===== config.mk =====
export PLATFORM = sky130hd
export DESIGN_NAME = branch_target_table
export DESIGN_NICKNAME = d
export VERILOG_FILES = /design/src/rtl/branch_target_table.sv
export SDC_FILE = /design/constraint.sdc
export NUM_CORES = 1
export LEC_CHECK = 0
export CAP_MARGIN = 20
export CORE_UTILIZATION = 54
export DETAILED_ROUTE_END_ITERATION = 10
export PLACE_DENSITY = 0.76
export SLEW_MARGIN = 20
export SYNTH_ARGS = -nofsm -noshare
export SYNTH_HDL_FRONTEND = slang
export SYNTH_SLANG_ARGS = --single-unit

===== constraint.sdc =====
create_clock -name clk -period 4 [get_ports clk]
set_clock_uncertainty 0.1 [all_clocks]
set_input_delay 0.6 -clock clk [delete_from_list [all_inputs] [get_ports clk]]
set_output_delay 0.6 -clock clk [all_outputs]
set_load 0.01 [all_outputs]

===== src/rtl/branch_target_table.sv =====
// -----------------------------------------------------------------------------
// branch_target_table
//
// Programmable branch-target table. The fetch stage indexes it with the
// branch-target field of an instruction. The table returns the next-PC target.
//
// Each entry holds {rel, data}:
//   - rel = 0 : data is an absolute target.
//   - rel = 1 : data is a signed offset that is added to the PC sampled
//               with the lookup. The sum is truncated to D bits.
//
// After reset the table clears itself, one entry per cycle. It accepts
// reads and writes only once that sweep has finished.
//
// State table
//   state | meaning
//   INIT  | clearing entry init_ctr each cycle; ready=0, requests ignored
//   RUN   | table live; accepts writes and lookups until the next reset
//
// Ports
//   clk           clock, all state updates on the rising edge
//   reset         synchronous, active-high
//   wr_en         write request
//   wr_addr[A]    entry to write
//   wr_data[D]    absolute target, or two's-complement offset
//   wr_rel        1 = entry is PC-relative (honoured only when REL_EN != 0)
//   wr_ack        registered; high one cycle after an accepted write
//   rd_en         lookup request
//   rd_addr[A]    entry to look up
//   pc[D]         current PC, sampled with rd_en
//   target[D]     resolved target, registered; holds when no lookup
//   target_valid  registered; high one cycle after an accepted lookup
//   ready         1 = init sweep done
// -----------------------------------------------------------------------------
module branch_target_table #(
    parameter int D      = 10,
    parameter int A      = 4,
    parameter int REL_EN = 1
) (
    input  logic         clk,
    input  logic         reset,
    input  logic         wr_en,
    input  logic [A-1:0] wr_addr,
    input  logic [D-1:0] wr_data,
    input  logic         wr_rel,
    output logic         wr_ack,
    input  logic         rd_en,
    input  logic [A-1:0] rd_addr,
    input  logic [D-1:0] pc,
    output logic [D-1:0] target,
    output logic         target_valid,
    output logic         ready
);

    localparam int DEPTH  = 2 ** A;
    localparam bit REL_ON = (REL_EN != 0);

    typedef enum logic {
        ST_INIT = 1'b0,
        ST_RUN  = 1'b1
    } state_t;

    state_t       state;
    state_t       state_next;
    logic [A-1:0] init_ctr;

    // Storage is deliberately left without a reset. The init sweep is what
    // clears it.
    logic [D:0]   mem [DEPTH];

    logic         init_we;
    logic         wr_accept;
    logic         rd_accept;
    logic [D:0]   wr_entry;
    logic [D:0]   rd_entry;
    logic [D-1:0] resolved;

    // ------------------------------------------------------------------
    // FSM state register and sweep counter
    // ------------------------------------------------------------------
    always_ff @(posedge clk) begin
        if (reset) begin
            state    <= ST_INIT;
            init_ctr <= '0;
        end else begin
            state <= state_next;
            if (state == ST_INIT) begin
                init_ctr <= init_ctr + 1'b1;
            end
        end
    end

    // ------------------------------------------------------------------
    // FSM next state and qualified strobes
    // ------------------------------------------------------------------
    always_comb begin
        state_next = state;
        init_we    = 1'b0;
        wr_accept  = 1'b0;
        rd_accept  = 1'b0;
        ready      = 1'b0;
        unique case (state)
            ST_INIT: begin
                init_we = 1'b1;
                if (init_ctr == {A{1'b1}}) begin
                    state_next = ST_RUN;
                end
            end
            ST_RUN: begin
                ready     = 1'b1;
                wr_accept = wr_en;
                rd_accept = rd_en;
            end
            default: begin
                state_next = ST_INIT;
            end
        endcase
    end

    // ------------------------------------------------------------------
    // Table storage
    // ------------------------------------------------------------------
    // The relative flag is forced low when relative mode is not built in.
    // Stored entries are then always absolute.
    assign wr_entry = {wr_rel & REL_ON, wr_data};

    always_ff @(posedge clk) begin
        if (!reset) begin
            if (init_we) begin
                mem[init_ctr] <= '0;
            end else if (wr_accept) begin
                mem[wr_addr] <= wr_entry;
            end
        end
    end

    // ------------------------------------------------------------------
    // Lookup
    // ------------------------------------------------------------------
    // Write-first. A write to the same entry in the same cycle is forwarded
    // to the read, so the read sees the new {rel, data}.
    always_comb begin
        rd_entry = mem[rd_addr];
        if (wr_accept && (wr_addr == rd_addr)) begin
            rd_entry = wr_entry;
        end
    end

    // The offset is two's complement. A plain D-bit add gives the wrap
    // modulo 2**D in both directions.
    always_comb begin
        resolved = rd_entry[D-1:0];
        if (REL_ON && rd_entry[D]) begin
            resolved = pc + rd_entry[D-1:0];
        end
    end

    // ------------------------------------------------------------------
    // Output registers
    // ------------------------------------------------------------------
    always_ff @(posedge clk) begin
        if (reset) begin
            target       <= '0;
            target_valid <= 1'b0;
            wr_ack       <= 1'b0;
        end else begin
            target_valid <= rd_accept;
            wr_ack       <= wr_accept;
            if (rd_accept) begin
                target <= resolved;
            end
        end
    end

endmodule


## After elaboration in Yosys (flattened, before gate mapping)

Memory sizes are Yosys's and may differ from the RTL's.
Index checks and enable logic that the tools add are counted.

| cells by class | value |
|---|---|
| reductions and logical operators | 2 |
| multiplexer cells | 17 |
| add/subtract/negate cells | 2 |
| equality and inequality tests | 2 |

Operator list:

| kind | number |
|---|---|
| $mux 11 | 2 |
| $mux 1 | 13 |
| $reduce_or 11->1 | 1 |
| $add 10x10->10 | 1 |
| $mux 10 | 1 |
| $add 4x1->4 const B | 1 |
| $eq 4x4->1 | 1 |
| $eq 4x4->1 const B | 1 |
| $mux 4 | 1 |
| $logic_and 1x1->1 | 1 |

| word-level totals | value |
|---|---|
| logic and storage cells | 29 |
| output and inout port bits | 13 |
| register bits | 17 |
| memory bits (writable) | 176 |
| memories | 1 |
| input bits | 33 |

Memories:

| name | depth | width | rd ports | clocked after memory_dff | write ports | RTL line | RTL |
|---|---|---|---|---|---|---|---|
| mem | 16 | 11 | 1 | 0 | 1 | 69 | `logic [D:0] mem [DEPTH];` |

## Longest topological paths before layout

Gate-level depths: netlist of run 1.

| logic depth | value |
|---|---|
| depth after elaboration | 7 |
| mapped depth | 15 |
| mapped depth without buffers | 12 |

## Worst setup path before layout of run 1

Ideal clock, no wire load.

| timing path | value |
|---|---|
| path type | input port to flip-flop |
| from | input port rd_addr[0] |
| to | register target[8] |
| path buffers | 2 |
| arrival time | 4.141 ns |
| slack | -0.326 ns |
| library setup time | 0.086 ns |
| stages | 13 |
| data required time | 3.814 ns |
| cell sequence | buf_6 -> buf_6 -> mux4_2 -> mux4_2 -> mux2_2 -> ha_1 -> fa_1 -> a21oi_1 -> o211ai_1 -> a2111oi_0 -> nor3_1 -> or3b_2 -> a211oi_1 |

| between the ends | value |
|---|---|
| cells in the longest elaborated chain, start to end | 5 |
| elaborated cells between the ends (all ways) | 6 |
| those cells by class | 1 x add/sub; 1 x eq/ne; 2 x mux; 1 x reduce/logical; 1 x memory |

Ends and longest elaborated chain:

| what | RTL line | RTL |
|---|---|---|
| from (decl) | 48 | `input logic [A-1:0] rd_addr,` |
| parallel branches: the longest is 2 deep, another holds $mem_v2 16x11 | n/a |  |
| $mux 11 * | 144 | `if (wr_accept && (wr_addr == rd_addr)) begin` |
| $add 10x10->10 | 154 | `resolved = pc + rd_entry[D-1:0];` |
| $mux 10 * | 153 | `if (REL_ON && rd_entry[D]) begin` |
| to (signal assigned) | 170 | `target <= resolved;` |
| to (decl) | 50 | `output logic [D-1:0] target,` |

Every way passes the cells marked *.
A chain may end at the register's enable or synchronous reset.

## Worst setup path after layout of run 1

| timing path | value |
|---|---|
| from | input port rd_addr[1] |
| to | register target[8] |

The elaborated chain is that of the path after synthesis.

==> metrics.json, run 1 <==
{
  "status": {
    "outcome": "complete, but fails checks",
    "violated_checks": "DRC"
  },
  "setup_path": {
    "cp.depth": 12,
    "ff2ff_setup_slack_ns": 0.23,
    "cp.arrival_ns": 4.12,
    "largest_stage_delay_worst_path_ns": 0.57,
    "critical_path.reg2reg.endpoint": "target[8]",
    "reg2reg_from": "mem[7][0]",
    "critPathBufInv": 2,
    "crit_type": "in2reg",
    "crit_slowest_cell": "sky130_fd_sc_hd__clkdlybuf4s50_1",
    "depth_of_the_most_critical_reg_to_reg_path": 11,
    "cell_family_with_most_cp_delay": "compound AO/OA/AOI/OAI gates",
    "end_kind": "register",
    "launching_element_type_of_the_critical_path": "input port",
    "critical_path.max_fanout": 3,
    "cp.required_ns": 4.26,
    "worst_path_cell_trace": "clkdlybuf4s50_1, buf_4, mux4_2, mux2_4, ha_4, fa_2, a21oi_2, o211ai_1, a2111oi_2, nor3_1, or3b_4, a211oi_2",
    "crit_path_start": "rd_addr[1]"
  },
  "finish": {
    "num-fill-cells": 948,
    "seq_area_um2": 5630,
    "antenna-diode-count": 0,
    "number_of_nets_in_the_final_layout": 591,
    "utilization_pct": 66.9,
    "multi_input_comb_area_um2": 2440,
    "drive_above_1_share_pct": 27.9,
    "syn2layout_area_growth_pct": 19.4,
    "fin_area_um2": 9860
  },
  "power": {
    "total_leakage_power_nw": 3.69,
    "switching_power_w": 0.000936,
    "power_switching_share_pct": 22.4,
    "power.ir.vdd_worst_v": 0.000367,
    "p_seq_share_pct": 52.6,
    "comb_power_share_pct": 8.4,
    "power_per_cell_area_nw_per_um2": 424,
    "p_int_w": 0.00325,
    "clockPowerShare_pct": 39.0
  },
  "timing": {
    "max-slew-margin-rel_pct": 45.6,
    "worst-slew-pin-transition_ns": 0.813,
    "final_hold_viol_count": 0,
    "final-setup-viol-count": 0,
    "fin_setup_tns_ns": 0,
    "min_period_over_period_pct": 96.3,
    "final_critical_path_required_period_ns": 3.85,
    "rsz0062_at_grt": "false",
    "maxClockFrequency_ghz": 0.259,
    "final-max-slew-violation-count": 0,
    "holdWs_ns": 0.349,
    "finalWorstSetupSlack_ns": 0.146
  },
  "synthesis": {
    "syn_nets": 484,
    "netlist_top_cells_area": "sky130_fd_sc_hd__edfxtp_1, sky130_fd_sc_hd__mux4_2, sky130_fd_sc_hd__dfxtp_1",
    "post-synth-top-area-fraction_pct": 64.0,
    "post_synth_most_frequent_cells": "sky130_fd_sc_hd__edfxtp_1, sky130_fd_sc_hd__mux4_2, sky130_fd_sc_hd__nor2_1",
    "synth.ff_latch_count": 193,
    "synthXorXnorAreaFrac_pct": 1.48,
    "mappedNetlistArea_um2": 8260,
    "synth_top_cell_by_area": "sky130_fd_sc_hd__edfxtp_1",
    "async_flop_share_pct": 0,
    "synth_cell_types": 51,
    "syn_area_per_cell_um2": 18.8,
    "dominant_register_cell_in_the_synthesized_netlist": "sky130_fd_sc_hd__edfxtp_1",
    "postSynthCellCount": 440,
    "synth-edff-count": 176,
    "synth_compound_gate_area_share_pct": 3.27,
    "yosys.cell_count.top_type": "sky130_fd_sc_hd__edfxtp_1",
    "yosysWarnings": 0,
    "yosysSeqAreaShare_pct": 68.1,
    "post_synth_fa_ha_maj_area_fraction_pct": 1.76,
    "synth_simple_gate_area_share_pct": 4.47,
    "synth_top_family_by_area": "multiplexers",
    "post_synth_mux_area_share_pct": 18.1
  },
  "placement": {
    "placedInstanceArea_um2": 9300,
    "place.port_buffers": 45,
    "finalWeightedCongestion": 0.904,
    "detailed_place_hpwl_um": 12500,
    "pre_cts_ws_ns": -0.324
  },
  "clocking": {
    "cts_buffer_depth": 2,
    "cts_tree": "built",
    "clock_root_cell": "sky130_fd_sc_hd__clkbuf_16",
    "cts_htree_levels": 4,
    "post_cts_hold_buffer_count": 0,
    "clk-insertion-delay-late_ns": 0.44,
    "clock-sinks": 193,
    "clkTransAtPathRegs_ns": 0.07,
    "number_of_buffers_created_by_cts": 17,
    "post-cts-setup-buffer-count": 0,
    "cts_resized": 0
  },
  "route": {
    "route.detailed.drc": 8,
    "detailed_route_wl_um": 19200,
    "drt-wirelength-per-cell_um": 25.8,
    "routed_via_density": 6.25,
    "vias": 4642,
    "detail-route-antenna-nets": 0,
    "firstDrtPassIters": 8,
    "dr.first_iter.drc_count": 453
  },
  "floorplan": {
    "die-width_um": 126,
    "placement_rows": 44,
    "core_area_um2": 14800,
    "floorplan.die_area_um2": 15800,
    "die-height_um": 126,
    "num_io_pins": 46,
    "starting_density_of_the_core_pct": 56.0
  },
  "global_routing": {
    "grt_overflow": 0,
    "vias_in_the_first_global_route": 4793,
    "initial_antenna_violation_count": 0,
    "grt_start_max_net_pins": 18,
    "grt_pass1_wl_um": 28800,
    "global_route_usage_sum_pct": 25.9
  },
  "job": {
    "max_cap_violations": 0
  },
  "hold_path": {
    "holdCritPathClass": "reg2reg",
    "min_delay_worst_endpoint": "target[0]",
    "hold_path.startpoint": "target[0]",
    "whs_path_depth": 2
  }
}
==> cells by family after synthesis <==
family / Yosys count
flip-flops: 193
AND/OR/NAND/NOR: 78
multiplexers: 74
AO/OA/AOI/OAI: 41
buffers and inverters: 29
XOR/XNOR: 14
adder cells (fa/ha/maj): 11
==> metal layers <==
layer,vias up,track usage [%],part of all wire (%)
li1,1993,-,-
met2,219,42.4,50
met5,-,0,0
met1,2383,33.9,40
met4,0,11.1,2.7
met3,47,5.56,7.7
==> sequential cells by signal, summed over array words and instances, names as in the netlist <==
| signal | cells |
|---|---|
| mem | 176 |
| init_ctr | 4 |
| state | 1 |
| target_valid | 1 |
| target | 10 |
| wr_ack | 1 |
==> through the flow <==
step                cells  total power (W)
floorplan             440          0.00245
global placement      712          0.00258
detailed placement    712          0.00259
CTS                   743          0.00419
global route          743          0.00428
finish                743          0.00418
==> area by class of cell <==
cell class              instances  area share (%)
repair buffers                110            10.0
flip-flops and latches        193            57.0
clock buffers                  18            4.35
inverters                       7           0.266
clock inverters                13            1.28
multi-input cells             218            24.7
well taps                     184            2.33
==> power by group through the flow <==
stage / Combinational (W) / Clock (W) / Sequential (W)
final: 0.000352 / 0.00163 / 0.00220
after global routing: 0.000374 / 0.00171 / 0.00220
after CTS: 0.000350 / 0.00164 / 0.00220
after detailed placement: 0.000345 / 0 / 0.00224
after global placement: 0.000340 / 0 / 0.00224
after floorplan: 0.000211 / 0 / 0.00224
==> worst max path at each step <==
| stage | slack (ns) | to |
|---|---|---|
| 5_1_grt | 0.003 | target[8] |
| 3_3_place_gp | -0.31 | target[8] |
| 2_1_floorplan | -0.09 | target[8] |
| 4_1_cts | 0.005 | target[8] |
| 6_report | 0.15 | target[8] |
| 3_5_place_dp | -0.32 | target[8] |
==> tightest hold or removal path: stages (launching register included) <==
cell                      delay [ns]
sky130_fd_sc_hd__dfxtp_1        0.31
sky130_fd_sc_hd__nand2_1        0.05
sky130_fd_sc_hd__o21ai_1        0.05
==> placed cells by master (no fill, tap or decap), types with 3 or more instances in the layout <==
cell	netlist	layout
sky130_fd_sc_hd__edfxtp_1	176	176
sky130_fd_sc_hd__mux4_2	42	42
sky130_fd_sc_hd__mux2_2	6	5
sky130_fd_sc_hd__ha_1	10	9
sky130_fd_sc_hd__mux4_1	12	12
sky130_fd_sc_hd__a21oi_1	9	8
sky130_fd_sc_hd__buf_12	2	4
sky130_fd_sc_hd__inv_1	7	7
sky130_fd_sc_hd__dfxtp_1	17	17
sky130_fd_sc_hd__buf_4	2	60
sky130_fd_sc_hd__o21ai_0	6	6
sky130_fd_sc_hd__o21ai_1	3	3
sky130_fd_sc_hd__mux2_4	5	6
sky130_fd_sc_hd__xor2_1	6	6
sky130_fd_sc_hd__nor2_1	35	35
sky130_fd_sc_hd__clkbuf_16	0	17
sky130_fd_sc_hd__mux2i_1	9	9
sky130_fd_sc_hd__a211oi_1	5	4
sky130_fd_sc_hd__clkdlybuf4s50_1	0	43
sky130_fd_sc_hd__nand2_1	14	14
sky130_fd_sc_hd__inv_6	0	5
sky130_fd_sc_hd__xnor2_1	8	8
sky130_fd_sc_hd__a31oi_1	5	5
sky130_fd_sc_hd__and2_1	11	11
sky130_fd_sc_hd__nand3_1	4	4
Power figures use the tool's default switching activity.
==> inputs of run 2 (changes only) <==
Settings changed: GPL_TIMING_DRIVEN set to 0, TNS_END_PERCENT set to 1.
==> metrics.json, run 2 (synthesis results as in run 1) <==
{
  "status": {
    "outcome": "complete, but fails checks",
    "violated_checks": "DRC"
  },
  "global_routing": {
    "global_route_usage_sum": {"value": 24.5, "unit": "%", "change": "-1.4 points"},
    "grt_overflow": {"value": 0, "change": "unchanged"},
    "initial_antenna_violation_count": {"value": 0, "change": "unchanged"},
    "grt_pass1_wl": {"value": 27000, "unit": "um", "change": "-6.1%"},
    "grt_start_max_net_pins": {"value": 17, "change": "-1"},
    "vias_in_the_first_global_route": {"value": 4450, "change": "-7.2%"}
  },
  "finish": {
    "antenna-diode-count": {"value": 0, "change": "unchanged"},
    "non_filler_cells_final": {"value": 700, "change": "-5.8%"},
    "fin_area": {"value": 9660, "unit": "um^2", "change": "-2.1%"},
    "syn2layout_area_growth_pct": 16.9,
    "number_of_flip_flops_in_the_largest_register": {"value": 176, "change": "unchanged"},
    "layout.cells.most_common": "sky130_fd_sc_hd__edfxtp_1",
    "reg.largest.list": "mem: 176 flops, target: 10 flops, init_ctr: 4 flops",
    "drive_above_1_share": {"value": 25.2, "unit": "%", "change": "-2.7 points"},
    "layout_common_cells": "sky130_fd_sc_hd__edfxtp_1, sky130_fd_sc_hd__mux4_2, sky130_fd_sc_hd__clkdlybuf4s50_1",
    "number_of_nets_in_the_final_layout": {"value": 548, "change": "-7.3%"},
    "max_flop_register": "mem"
  },
  "clocking": {
    "cts_htree_levels": {"value": 4, "change": "unchanged"},
    "cts_resized": {"value": 0, "change": "unchanged"},
    "clkTransAtPathRegs": {"value": 0.07, "unit": "ns", "change": "about the same"},
    "cts_buffer_depth": {"value": 2, "change": "unchanged"},
    "clock_root_cell": "sky130_fd_sc_hd__clkbuf_16",
    "cts_tree": "built",
    "number_of_buffers_created_by_cts": {"value": 17, "change": "unchanged"},
    "post-cts-setup-buffer-count": {"value": 0, "change": "unchanged"},
    "post_cts_hold_buffer_count": {"value": 0, "change": "unchanged"},
    "clock-sinks": {"value": 193, "change": "unchanged"},
    "clk-insertion-delay-late": {"value": 0.43, "unit": "ns", "change": "about the same"}
  },
  "timing": {
    "final_critical_path_required_period": {"value": 3.87, "unit": "ns", "change": "+0.0131 ns"},
    "final-max-slew-violation-count": {"value": 0, "change": "unchanged"},
    "finalWorstSetupSlack": {"value": 0.133, "unit": "ns", "change": "-0.0131 ns"},
    "worst-slew-pin-transition": {"value": 0.904, "unit": "ns", "change": "+0.0911 ns"},
    "fin_setup_tns": {"value": 0, "unit": "ns", "change": "unchanged"},
    "holdWs": {"value": 0.361, "unit": "ns", "change": "+0.0119 ns"},
    "maxClockFrequency": {"value": 0.259, "unit": "GHz", "change": "-0.34%"},
    "final_hold_viol_count": {"value": 0, "change": "unchanged"},
    "min_period_over_period": {"value": 96.7, "unit": "%", "change": "+0.33 points"},
    "rsz0062_at_grt": "false",
    "max-slew-margin-rel": {"value": 39.7, "unit": "%", "change": "-5.9 points"},
    "final-setup-viol-count": {"value": 0, "change": "unchanged"}
  },
  "route": {
    "drt-wirelength-per-cell": {"value": 25.8, "unit": "um", "change": "+0.17%"},
    "routed_via_density": {"value": 6.36, "change": "+1.9%"},
    "dr.first_iter.drc_count": {"value": 382, "change": "-16%"},
    "route.detailed.drc": {"value": 8, "change": "unchanged"},
    "firstDrtPassIters": {"value": 8, "change": "unchanged"},
    "detailed_route_wl": {"value": 18100, "unit": "um", "change": "-5.6%"},
    "detail-route-antenna-nets": {"value": 0, "change": "unchanged"},
    "vias": {"value": 4455, "change": "-4.0%"}
  },
  "floorplan": {
    "die-width": {"value": 126, "unit": "um", "change": "unchanged"},
    "core_area": {"value": 14800, "unit": "um^2", "change": "unchanged"},
    "floorplan.die_area": {"value": 15800, "unit": "um^2", "change": "unchanged"},
    "starting_density_of_the_core": {"value": 56.0, "unit": "%", "change": "unchanged"},
    "die-height": {"value": 126, "unit": "um", "change": "unchanged"},
    "num_io_pins": {"value": 46, "change": "unchanged"},
    "placement_rows": {"value": 44, "change": "unchanged"}
  },
  "power": {
    "power_per_cell_area": {"value": 440, "unit": "nW/um^2", "change": "+3.8%"},
    "power_switching_share": {"value": 21.6, "unit": "%", "change": "-0.79 points"},
    "p_seq_share": {"value": 51.8, "unit": "%", "change": "-0.8 points"},
    "p_int": {"value": 0.00333, "unit": "W", "change": "+2.7%"},
    "total_leakage_power": {"value": 3.50, "unit": "nW", "change": "-5.3%"},
    "clockPowerShare": {"value": 40.6, "unit": "%", "change": "+1.6 points"},
    "power.ir.vdd_worst": {"value": 0.000318, "unit": "V", "change": "-13%"},
    "switching_power": {"value": 0.000918, "unit": "W", "change": "-1.9%"},
    "comb_power_share": {"value": 7.7, "unit": "%", "change": "-0.7 points"}
  },
  "placement": {
    "place.port_buffers": {"value": 41, "change": "-8.9%"},
    "finalWeightedCongestion": {"value": 0.865, "change": "-4.2%"},
    "pre_cts_ws": {"value": -0.445, "unit": "ns", "change": "-0.121 ns"},
    "cell_count_post_placement": {"value": 669, "change": "-6.0%"},
    "placedInstanceArea": {"value": 9050, "unit": "um^2", "change": "-2.7%"},
    "detailed_place_hpwl": {"value": 11500, "unit": "um", "change": "-7.9%"}
  },
  "setup_path": {
    "launching_element_type_of_the_critical_path": "input port",
    "crit_type": "in2reg",
    "critical_path.max_fanout": {"value": 10, "change": "+7"},
    "end_kind": "register",
    "cp.arrival": {"value": 4.12, "unit": "ns", "change": "about the same"},
    "cp.required": {"value": 4.26, "unit": "ns", "change": "about the same"}
  },
  "job": {
    "max_cap_violations": {"value": 0, "change": "unchanged"}
  },
  "hold_path": {
    "holdCritPathClass": "reg2reg"
  }
}
==> run 2: cell count changes in the layout (fill, tap and decap cells not counted), moves of 2 or more <==
cell,delta
sky130_fd_sc_hd__nor2_2,+16
sky130_fd_sc_hd__clkbuf_8,+2
sky130_fd_sc_hd__inv_6,-2
sky130_fd_sc_hd__buf_8,+3
sky130_fd_sc_hd__inv_8,-2
sky130_fd_sc_hd__clkinv_2,+4
sky130_fd_sc_hd__clkdlybuf4s50_1,-2
sky130_fd_sc_hd__nor2_1,-16
sky130_fd_sc_hd__buf_6,+4
sky130_fd_sc_hd__bufinv_16,+2
sky130_fd_sc_hd__clkbuf_1,+3
sky130_fd_sc_hd__buf_2,+2
sky130_fd_sc_hd__buf_4,-58
==> run 2: final cells by class <==
cell class              instances  area, um^2
clock buffers                  17         425
plain buffers                  22         229
multi-input cells             218        2500
clock inverters                14         163
flip-flops and latches        193        5630
fillers                       979        5100
inverters                       7        26.3
well taps                     184         230
repair buffers                 45         463
==> run 2: worst max-delay path, stage by stage <==
cell                              delay, ns
sky130_fd_sc_hd__clkdlybuf4s50_1       0.62
sky130_fd_sc_hd__clkbuf_4              0.35
sky130_fd_sc_hd__mux4_2                0.32
sky130_fd_sc_hd__mux2_4                0.30
sky130_fd_sc_hd__ha_4                  0.17
sky130_fd_sc_hd__fa_2                  0.41
sky130_fd_sc_hd__a21oi_2               0.15
sky130_fd_sc_hd__o211ai_1              0.19
sky130_fd_sc_hd__a2111oi_4             0.36
sky130_fd_sc_hd__nor3_1                0.10
sky130_fd_sc_hd__or3b_4                0.38
sky130_fd_sc_hd__a211oi_2              0.17
==> run 2: worst paths after layout <==
check             start        end  slack [ns]  cells past startpoint
max          rd_addr[2]  target[8]        0.13                     12
min           target[0]  target[0]        0.36                      2
max reg2reg  mem[13][0]  target[8]        0.27                     11
min reg2reg   target[0]  target[0]        0.36                      2
==> run 2: per-layer routing <==
layer / wire, um / track usage, % / share of wire [%] / up-vias
li1: - / - / - / 1908
met1: 7740 / 34.6 / 43 / 2305
met2: 8630 / 37.8 / 48 / 203
met3: 1260 / 4.76 / 7.0 / 39
met4: 450 / 10.5 / 2.5 / 0
met5: 0 / 0 / 0 / -
==> run 2: stage by stage <==
step / power [W] / utilization, %
after floorplan: 0.00245 / -
after global placement: 0.00255 / 60.7
after detailed placement: 0.00256 / 61.3
after CTS: 0.00425 / 65.3
after global routing: 0.00435 / 65.5
final: 0.00425 / 65.5
==> run 2: power by group through the flow <==
stage | combinational [W] | sequential (W) | clock, W
4_1_cts | 0.000320 | 0.00220 | 0.00173
3_3_place_gp | 0.000302 | 0.00224 | 0
2_1_floorplan | 0.000211 | 0.00224 | 0
6_report | 0.000326 | 0.00220 | 0.00172
5_1_grt | 0.000347 | 0.00220 | 0.00180
3_5_place_dp | 0.000317 | 0.00224 | 0
==> variant, RTL diff (settings of run 1) <==
Change the parameter `REL_EN` from 1 to 0. Comments in the files are not updated.
--- a/src/rtl/branch_target_table.sv
+++ b/src/rtl/branch_target_table.sv
@@ -35,7 +35,7 @@
 module branch_target_table #(
     parameter int D      = 10,
     parameter int A      = 4,
-    parameter int REL_EN = 1
+    parameter int REL_EN = 0
 ) (
     input  logic         clk,
     input  logic         reset,
Function: no difference found for any inputs over 10 cycles, from zero or initial values and one cycle with reset high; that may be too few to reach the edited logic, so the function may still have changed.
==> variant against run 1 <==
  * Critical endpoint is now mem[2][2]
  * Worst setup slack better by 790 ps
  * Sequential cell count is 16 lower
  * Wire length down 27%
  * Design area shrank 17%
  * First-iteration DRC count decreased by 24%
  * Largest cell class unchanged
  * Register-to-register slack better by 740 ps
  * Area after synthesis shrank 15%
Power is not compared: it rests on default switching activity, and its combinational part moved more than twofold at a synthesized area within 25%.
==> variant: results <==
[placed_design]
placed_area_sq_um = 7540
gp_routability_congestion = 0.8064
dp_cells = 573
hpwl_mm = 8.613
place_ws_ps = 516.0
portBuffers = 34

[worst_setup_path]
cp_data_arrival_time_ps = 3020
rr_worst_depth = 4
r2r-end = mem[2][2]
crit_fanout = 13
crit_start = wr_en
r2r_slack_ps = 970
r2r_start = state
crit_slowest_cell = nor2_1
slowest_delay_ps = 850
path_delay_family = simple AND/OR/NAND/NOR gates

[global_routing]
antenna_found_initial = 0
grt_pass1_wl_mm = 21.11
grtUsageTotal_pct = 22.88
globalRouteMet3Util_pct = 5.282
use_met2_pct = 35.08
met1_usage_pct = 31.01
grt_max_degree = 35

[clock_tree]
clock_path_buffers = 2
clock_latency_ps = 430
post_cts_buffers = 0

[cells_and_area]
nets = 454
fillers = 869
layout-drive-gt1-share_pct = 20.09
reg.largest.list = mem (160), target (10), init_ctr (4)
antenna_cells = 0

[route]
wl_mm = 13.99
via_count = 3692
dr.first_iter.drc_count = 344
met2WireLength_mm = 6.768
drt_first_pass_iters = 5
met3_length_mm = 1.226
wl_met1_mm = 5.637
highest_layer = met4
viasPerCell = 6.102

[timing]
hold_ws_ps = 424.0
slew-limit-headroom_pct = 25.36
max_freq_ghz = 0.3259

[min_path]
hold_end = target[4]
min-delay-start = target[4]
hold_class = reg -> reg

[status]
status = finished clean

[synth]
synthTopCellsByCount = edfxtp_1 (160), mux4_2 (40), nor2_1 (35)
ys_types = 30
syn_avg_cell_area_sq_um = 18.34
synth_area_leaders = edfxtp_1 (68%), mux4_2 (13%), dfxtp_1 (4.8%)
ys_seq_area_share_pct = 73.26
synth_enable_flop_cells = 160
synthesis.nets = 417
synthArstFlopShare_pct = 0

[pwr]
switchingPower_mw = 0.7886
vdd_ir_drop_max_mv = 0.3668
p_per_area_nw_per_um2 = 475.0
-- variant: kinds of logic (layout without fill, tap and decap cells) --
group / Yosys count / count (layout) / share of synthesized area (%)
xor+xnor: 8 / 8 / 0.9976
flops: 177 / 177 / 73.26
compound gates: 48 / 48 / 5.149
buf+inv: 27 / 77 / 1.603
mux: 46 / 46 / 13.70
fa+ha+maj: 1 / 1 / 0.1781
simple gates: 76 / 76 / 5.113
-- variant: worst reg2reg max path, delay by kind of cell, from the launching register on --
kind / cells / cell delay [ps]
simple gates: 2 / 1410
flops: 1 / 610
buf+inv: 1 / 290
compound gates: 1 / 240
-- variant: final cells by class --
class	instances	share of cell area (%)
sequential	177	63.09
multi-input combinational	179	21.80
clock buffer	18	5.385
timing repair buffer	42	4.940
tap	172	2.639
clock inverter	14	2.010
inverter	3	0.1381
